**src/rtl/stream_pkg.sv**
```systemverilog
// Shared constants for the valid-only filter stream and its receiving FIFO.
package stream_pkg;

    localparam int unsigned STREAM_W = 16;

    function automatic int unsigned ptr_w(input int unsigned depth);
        return $clog2(depth);
    endfunction

endpackage

```
**src/rtl/stream_fifo_mem.sv**
```systemverilog
// DEPTH x WIDTH register array: one synchronous write port, one combinational read port.
module stream_fifo_mem
    import stream_pkg::*;
#(
    parameter int unsigned WIDTH = STREAM_W,
    parameter int unsigned DEPTH = 4
) (
    input  logic                      clock,
    input  logic                      i_we,
    input  logic [ptr_w(DEPTH)-1:0]   i_waddr,
    input  logic [WIDTH-1:0]          i_wdata,
    input  logic [ptr_w(DEPTH)-1:0]   i_raddr,
    output logic [WIDTH-1:0]          o_rdata
);

    logic [WIDTH-1:0] r_mem [DEPTH];

    // Storage has no reset; stale contents are never exposed because occupancy is cleared.
    always_ff @(posedge clock) begin
        if (i_we) begin
            r_mem[i_waddr] <= i_wdata;
        end
    end

    assign o_rdata = r_mem[i_raddr];

endmodule

```
**src/rtl/valid_stream_collector.sv**
```systemverilog
// Captures an unstallable valid-only stream into a FIFO and re-presents it as ready/valid;
// overflow words are dropped and counted with a saturating counter.
module valid_stream_collector
    import stream_pkg::*;
#(
    parameter int unsigned WIDTH  = STREAM_W,
    parameter int unsigned DEPTH  = 4,
    parameter int unsigned DROP_W = 8
) (
    input  logic                    clock,
    input  logic                    reset,
    input  logic                    io_in_valid,
    input  logic [WIDTH-1:0]        io_in_bits,
    input  logic                    io_out_ready,
    output logic                    io_out_valid,
    output logic [WIDTH-1:0]        io_out_bits,
    output logic [ptr_w(DEPTH):0]   io_count,
    output logic [DROP_W-1:0]       io_dropped
);

    localparam int unsigned PTR_W = ptr_w(DEPTH);
    localparam int unsigned CNT_W = PTR_W + 1;

    logic [PTR_W-1:0]  r_wr_ptr;
    logic [PTR_W-1:0]  r_rd_ptr;
    logic [CNT_W-1:0]  r_count;
    logic [DROP_W-1:0] r_dropped;

    logic w_full;
    logic w_pop;
    logic w_push;
    logic w_drop;

    // A same-cycle pop frees a slot, so a full FIFO still accepts when the consumer is ready.
    assign w_full = (r_count == CNT_W'(DEPTH));
    assign w_pop  = io_out_valid & io_out_ready;
    assign w_push = io_in_valid & (~w_full | w_pop);
    assign w_drop = io_in_valid & w_full & ~w_pop;

    always_ff @(posedge clock or negedge reset) begin
        if (!reset) begin
            r_wr_ptr  <= '0;
            r_rd_ptr  <= '0;
            r_count   <= '0;
            r_dropped <= '0;
        end else begin
            if (w_push) begin
                r_wr_ptr <= r_wr_ptr + PTR_W'(1);
            end
            if (w_pop) begin
                r_rd_ptr <= r_rd_ptr + PTR_W'(1);
            end
            case ({w_push, w_pop})
                2'b10:   r_count <= r_count + CNT_W'(1);
                2'b01:   r_count <= r_count - CNT_W'(1);
                default: r_count <= r_count;
            endcase
            if (w_drop && (r_dropped != {DROP_W{1'b1}})) begin
                r_dropped <= r_dropped + DROP_W'(1);
            end
        end
    end

    stream_fifo_mem #(
        .WIDTH (WIDTH),
        .DEPTH (DEPTH)
    ) u_mem (
        .clock   (clock),
        .i_we    (w_push),
        .i_waddr (r_wr_ptr),
        .i_wdata (io_in_bits),
        .i_raddr (r_rd_ptr),
        .o_rdata (io_out_bits)
    );

    assign io_out_valid = (r_count != '0);
    assign io_count     = r_count;
    assign io_dropped   = r_dropped;

endmodule

```
**config.mk**
```make
export PLATFORM = sky130hd
export DESIGN_NAME = valid_stream_collector
export DESIGN_NICKNAME = d
export VERILOG_FILES = /design/src/rtl/stream_pkg.sv /design/src/rtl/stream_fifo_mem.sv /design/src/rtl/valid_stream_collector.sv
export SDC_FILE = /design/constraint.sdc
export NUM_CORES = 1
export LEC_CHECK = 0
export CAP_MARGIN = 15
export CORE_MARGIN = 5
export CORE_UTILIZATION = 40
export CTS_CLUSTER_SIZE = 24
export DETAILED_ROUTE_END_ITERATION = 8
export SLEW_MARGIN = 40
export SYNTH_ARGS = -nofsm -noshare
export SYNTH_HDL_FRONTEND = slang
export SYNTH_HIERARCHICAL = 1
export SYNTH_SLANG_ARGS = --single-unit
```
**constraint.sdc**
```tcl
create_clock -name clock -period 2.9 [get_ports clock]
set_clock_uncertainty 0.15 [all_clocks]
set_input_delay 0.58 -clock clock [delete_from_list [all_inputs] [get_ports clock]]
set_output_delay 0.58 -clock clock [all_outputs]
set_load 0.02 [all_outputs]
```
* Yosys cells after proc, flatten, opt, wreduce, memory -nomap -nowiden
Memory sizes are Yosys's and may differ from the RTL's.
Index checks and enable logic that the tools add are counted.
** Operators by class
- Add/subtract/negate cells :: 5
- Eq/ne operators :: 4
- Bitwise gates (word level) :: 7
- Reductions and logical operators :: 3
- Muxes and demuxes :: 3
** Operators with widths (count)
- $add A8 B1 Y8 const B :: 1
- $ne A8 B8 Y1 const B :: 1
- $pmux W3 S2 :: 1
- $add A2 B1 Y2 const B :: 2
- $and A1 B1 Y1 :: 4
- $add A3 B1 Y3 const B :: 1
- $eq A3 B3 Y1 const B :: 1
- $reduce_bool A3 Y1 :: 1
- $sub A3 B1 Y3 const B :: 1
- $eq A2 B1 Y1 const B :: 1
- $eq A2 B2 Y1 const B :: 1
- $mux W1 :: 2
- $not A1 Y1 :: 2
- $reduce_bool A2 Y1 :: 1
- $logic_and A1 B1 Y1 :: 1
- $or A1 B1 Y1 :: 1
** Storage, ports and cells
- Bits in registers :: 15
- Memories kept :: 1
- Output and inout port bits :: 28
- Memory bits (writable) :: 64
- Input bits :: 20
- Word-level logic and storage cells :: 27
** Memories
- u_mem.r_mem :: words 4, bits a word 16, rd ports 1, clocked after Yosys merged registers in 0, write ports 1, RTL line stream_fifo_mem.sv:16 : logic [WIDTH-1:0] r_mem [DEPTH];

* Logic depth before layout (Yosys ltp)
- Depth in word-level cells :: 6
- Gate-level depth with buffers :: 8
- Depth with buffers taken out :: 8

* Hierarchy
Netlist, hierarchy kept.
** Modules (own cells, without submodules)
- stream_fifo_mem :: cells each 88, instances 1, sequential area each 1921.8 µm², area each 2377.3 µm²
- valid_stream_collector :: cells each 66, instances 1, sequential area each 375.4 µm², area each 750.7 µm²

* Worst setup path before layout
OpenSTA, ideal clock, no wires.
- Kind :: register to register
- Start point :: reg r_count[2], in the netlist io_count[2]
- End point :: mem u_mem/r_mem[0][0] (netlist bit), enable pin
- Clock period less this slack :: 2.744 ns
- Setup slack :: 0.156 ns
- Cell stages (with the launch flop) :: 5
- Data arrival time :: 2.182 ns
- Library setup time :: 0.413 ns
- Data required time :: 2.337 ns
- Buffers on the path :: 0
- Cell sequence :: dfrtp_1 -> or4b_4 -> nand2_1 -> inv_1 -> nor3b_1
** Between the ends
- Word-level cells in the longest chain between the ends :: 6
- Elaborated cells between the ends (all ways) :: 8
- Those cells by class :: eq/ne (1); mux (2); bitwise (4); reduce/logical (1)
** Ends and longest elaborated chain
- start: declaration :: RTL line valid_stream_collector.sv:26 : logic [CNT_W-1:0] r_count;
- start signal: assignment :: RTL line valid_stream_collector.sv:54 : 2'b10: r_count <= r_count + CNT_W'(1);
- start signal: assignment :: RTL line valid_stream_collector.sv:55 : 2'b01: r_count <= r_count - CNT_W'(1);
- start signal: assignment :: RTL line valid_stream_collector.sv:56 : default: r_count <= r_count;
- $reduce_bool A3 Y1 / $eq A3 B3 Y1 (equally long branches) :: RTL line valid_stream_collector.sv:76, valid_stream_collector.sv:35
- $and A1 B1 Y1 / $not A1 Y1 (equally long branches) :: RTL line valid_stream_collector.sv:36, valid_stream_collector.sv:37
- $or A1 B1 Y1 (*) :: RTL line valid_stream_collector.sv:37 : assign w_push = io_in_valid & (~w_full | w_pop);
- $and A1 B1 Y1 (*) :: RTL line valid_stream_collector.sv:37
- named net w_push :: RTL line valid_stream_collector.sv:31 : logic w_push;
- $mux W1 (*) :: RTL line stream_fifo_mem.sv:20 : if (i_we) begin
- $mux W1 (implied by the code) (*) :: RTL line stream_fifo_mem.sv:21 : r_mem[i_waddr] <= i_wdata;
- end: declaration :: RTL line stream_fifo_mem.sv:16
The timed path passes the listed nets; every way through them passes the cells marked *.

* Final worst setup path
- Start point :: reg r_rd_ptr[0]
- End point :: out io_out_bits[3]
** Between the ends
- Word-level cells in the longest chain between the ends :: 1
** Ends and longest elaborated chain
- start: declaration :: RTL line valid_stream_collector.sv:25 : logic [PTR_W-1:0] r_rd_ptr;
- start signal: assignment :: RTL line valid_stream_collector.sv:51 : r_rd_ptr <= r_rd_ptr + PTR_W'(1);
- $mem_v2 Z4 W16
- end: declaration :: RTL line valid_stream_collector.sv:16 : output logic [WIDTH-1:0] io_out_bits,
Every way passes these cells.

==> run_results.csv <==
group,metric,value,unit
floorplanning,core.rowCount,32,
cts,cts_setup_buffers,0,
placement,port-buffer-count,47,
route,drcViolationCount,0,
power,p_clk_share,19.8,%
route,finalWirelength,5.519,mm
sta,timing.fmax,0.3577,GHz
global_routing,grt_max_degree,17,
worst_setup_path,path_max_fanout,6,
floorplanning,die_h,98.43,um
global_routing,grt_usage,12.31,%
floorplanning,start_util,40.69,%
synth,synth_seq_cells,79,
power,ir_drop,0.4462,mV
cts,clockBufferDepth,2,
power,internal_power,2.622,mW
final_layout,antenna_cells,0,
sta,maxSlewHeadroom,54.36,%
floorplanning,dieArea,0.009688,mm^2
hold_path,hold_end,"io_count[2]$_DFFE_PN0P_",
floorplanning,io_pins,48,
worst_setup_path,cp_cell_sequence,"buf_4 > mux4_1 > clkdlybuf4s50_1",
synth,ys_types,29,
synth,synth_fp_nets,177,
final_layout,drive_gt1_share,20.09,%
sta,hold_slack,0.3874,ns
worst_setup_path,arrival,2.07,ns
route,post_drt_wl_per_cell,16.93,um
hold_path,hold_path.startpoint,"io_count[2]$_DFFE_PN0P_",
sta,rsz0062_at_grt,"no",
worst_setup_path,cp_slowest_cell,"mux4_1",
hold_path,whs_path_depth,1,
synth,syn_inst,154,
hold_path,hold_class,"reg2reg",
status,status,"finished clean",
sta,period_share,96.39,%
worst_setup_path,cp-end-kind,"primary output",
cts,clock-root-buffer,"clkbuf_8",
final_layout,multiInputGateArea,777.0,um^2
cts,clk_latency,0.34,ns
worst_setup_path,r2r-start,"io_count[1]$_DFFE_PN0P_",
worst_setup_path,worst-path-buf-inv,2,
cts,path_clk_slew,0.07,ns
power,netSwitchingPower,1.175,mW
final_layout,regArea,0.002298,mm^2
route,dr.pass1.iters,4,
final_layout,n_fill_cell,654,
worst_setup_path,cp_data_required_time,2.17,ns
worst_setup_path,worst_setup_path_start_kind,"register",
sta,hold_viol,0,
cts,cts_tree,"built",
cts,htree_levels,3,
final_layout,post-route-util,51.45,%
worst_setup_path,path_class,"reg2out",
power,p_seq_share,42.8,%
route,viasPerCell,4.951,
final_layout,syn2layout_area_growth,26.44,%
worst_setup_path,slowest_delay,0.56,ns
synth,synth_seq_area_share,73.44,%
worst_setup_path,reg2regPathDepth,8,
worst_setup_path,r2r_end,"io_count[2]$_DFFE_PN0P_",
global_routing,grt_overflow_total,0,
final_layout,layout.nets,242,
placement,gp_congestion,0.7669,
cts,clock_sinks,79,
floorplanning,core_area,0.007687,mm^2
worst_setup_path,ff2ff_setup_slack,0.56,ns
global_routing,grt_pass1_vias,1833,
floorplanning,die_w,98.43,um
global_routing,antenna_found_initial,0,
route,final_antenna_net_count,0,
synth,yosysWarnings,6,
synth,avgSynthCellArea,20.31,um^2
power,power_density,959.9,mW/mm^2
sta,finalCriticalPeriod,2.795,ns
sta,tightest_slew,0.6825,ns
global_routing,grt_first_pass_wirelength,9.128,mm
placement,hpwl,3.912,mm
run,max_cap_viol_count,0,
worst_setup_path,crit_family,"buffers and inverters",
route,route.vias.total,1614,
synth,syn_area,0.003128,mm^2
sta,final_max_slew_viol_count,0,
power,swShare,30.94,%
sta,setup_violations,0,
power,comb_power_share,37.4,%
power,leakagePower,1.413,nW
cts,cts_buffers,9,
route,drt-initial-drc-count,65,
routing by layer:
| layer | global-route usage [%] | routed length [um] | share of wire, % | vias up |
|---|---|---|---|---|
| met2 | 20.80 | 2824 | 51 | 44 |
| met3 | 3.539 | 228 | 4.1 | 14 |
| met5 | 0 | 0 | 0 | - |
| met4 | 6.303 | 132 | 2.4 | 0 |
| met1 | 14.29 | 2333 | 42 | 818 |
| li1 | - | - | - | 738 |
worst register-to-register path, stage by stage (launching register included):
cell     delay [ns]
dfrtp_1        0.42
or4b_4         0.53
nand2_1        0.12
ha_1           0.18
inv_1          0.06
fa_1           0.37
xor2_1         0.15
nor2_1         0.12
xor2_1         0.17
Yosys cell counts (all sizes together):
cell type / instances / share of area (%)
and2: 1 / 0.24
and3: 3 / 0.60
and3b: 2 / 0.56
and4: 1 / 0.28
buf: 4 / 1.3
dfrtp: 15 / 12
edfxtp: 64 / 61
fa: 1 / 0.64
ha: 2 / 0.80
inv: 5 / 0.60
mux2: 6 / 2.2
mux2i: 1 / 0.32
mux4: 16 / 12
nand2: 12 / 1.4
nand2b: 1 / 0.20
nand3: 1 / 0.16
nand4: 4 / 0.80
nor2: 3 / 0.84
nor3b: 1 / 0.24
o21a: 1 / 0.24
or3: 1 / 0.20
or4b: 1 / 0.44
xnor2: 5 / 1.4
xor2: 3 / 0.84
cell families (layout without fill, tap and decap cells):
group | Yosys count | count (layout) | share of synthesized area, %
AO/OA/AOI/OAI | 1 | 1 | 0.2401
XOR/XNOR | 8 | 8 | 2.240
adder cells (fa/ha/maj) | 3 | 3 | 1.440
buffers and inverters | 9 | 79 | 1.920
flip-flops | 79 | 79 | 73.44
multiplexers | 23 | 23 | 14.72
AND/OR/NAND/NOR | 31 | 31 | 6.000
flip-flops by register name, summed over array words and instances (netlist names):
| name | flops |
|---|---|
| r_wr_ptr | 2 |
| u_mem/r_mem | 64 |
| io_dropped | 8 |
| io_count | 3 |
| r_rd_ptr | 2 |
through the flow:
step | setup WS, ns | area [um^2] | power, mW | std cells | TNS (ns)
5_1_grt | 0.01793 | 3955 | 4.000 | 326 | 0
6_report | 0.1047 | 3955 | 3.797 | 326 | 0
2_1_floorplan | 0.1556 | 3128 | 2.487 | 154 | 0
3_5_place_dp | -0.05198 | 3772 | 3.099 | 310 | -0.05198
3_3_place_gp | 0.04203 | 3772 | 3.049 | 310 | 0
4_1_cts | 0.05326 | 3954 | 3.865 | 326 | 0
cells in the final DEF, fill, tap and decap left out, drive strengths merged:
cell | netlist | routed
and2 | 1 | 1
and3 | 3 | 3
and3b | 2 | 2
and4 | 1 | 1
buf | 4 | 11
bufinv | 0 | 1
clkbuf | 0 | 11
clkdlybuf4s50 | 0 | 47
clkinv | 0 | 4
dfrtp | 15 | 15
edfxtp | 64 | 64
fa | 1 | 1
ha | 2 | 2
inv | 5 | 5
mux2 | 6 | 6
mux2i | 1 | 1
mux4 | 16 | 16
nand2 | 12 | 12
nand2b | 1 | 1
nand3 | 1 | 1
nand4 | 4 | 4
nor2 | 3 | 3
nor3b | 1 | 1
o21a | 1 | 1
or3 | 1 | 1
or4b | 1 | 1
xnor2 | 5 | 5
xor2 | 3 | 3
area by class of cell:
class	count	area share, %
Tap cell	102	3.227
Inverter	5	0.4745
Clock buffer	11	3.322
Multi-Input combinational cell	66	19.65
Clock inverter	5	1.234
Timing Repair Buffer	58	13.98
Sequential cell	79	58.11
worst max-delay path by stage:
stage,startpoint,to,slack (ns),depth (start not counted)
floorplan,io_count[2]$_DFFE_PN0P_,u_mem/r_mem[0][0]$_DFFE_PP_,0.16,4
global placement,io_out_ready,io_count[2]$_DFFE_PN0P_,0.04,9
detailed placement,io_out_ready,io_count[2]$_DFFE_PN0P_,-0.05,9
CTS,r_rd_ptr[0]$_DFFE_PN0P_,io_out_bits[3],0.05,3
global route,r_rd_ptr[0]$_DFFE_PN0P_,io_out_bits[1],0.02,3
finish,r_rd_ptr[0]$_DFFE_PN0P_,io_out_bits[3],0.10,3
power groups by stage:
| stage | combinational [mW] | sequential (mW) | clock (mW) |
|---|---|---|---|
| 5_1_grt | 1.52 | 1.66 | 0.827 |
| 6_report | 1.42 | 1.62 | 0.751 |
| 4_1_cts | 1.45 | 1.63 | 0.778 |
| 2_1_floorplan | 0.839 | 1.65 | 0 |
| 3_3_place_gp | 1.41 | 1.63 | 0 |
| 3_5_place_dp | 1.45 | 1.65 | 0 |
repair_timing:
action,CTS,global route
hold buffers,0,0
setup endpoints to repair,3,0
resized for setup,1,0
(Power assumes the default switching activity.)
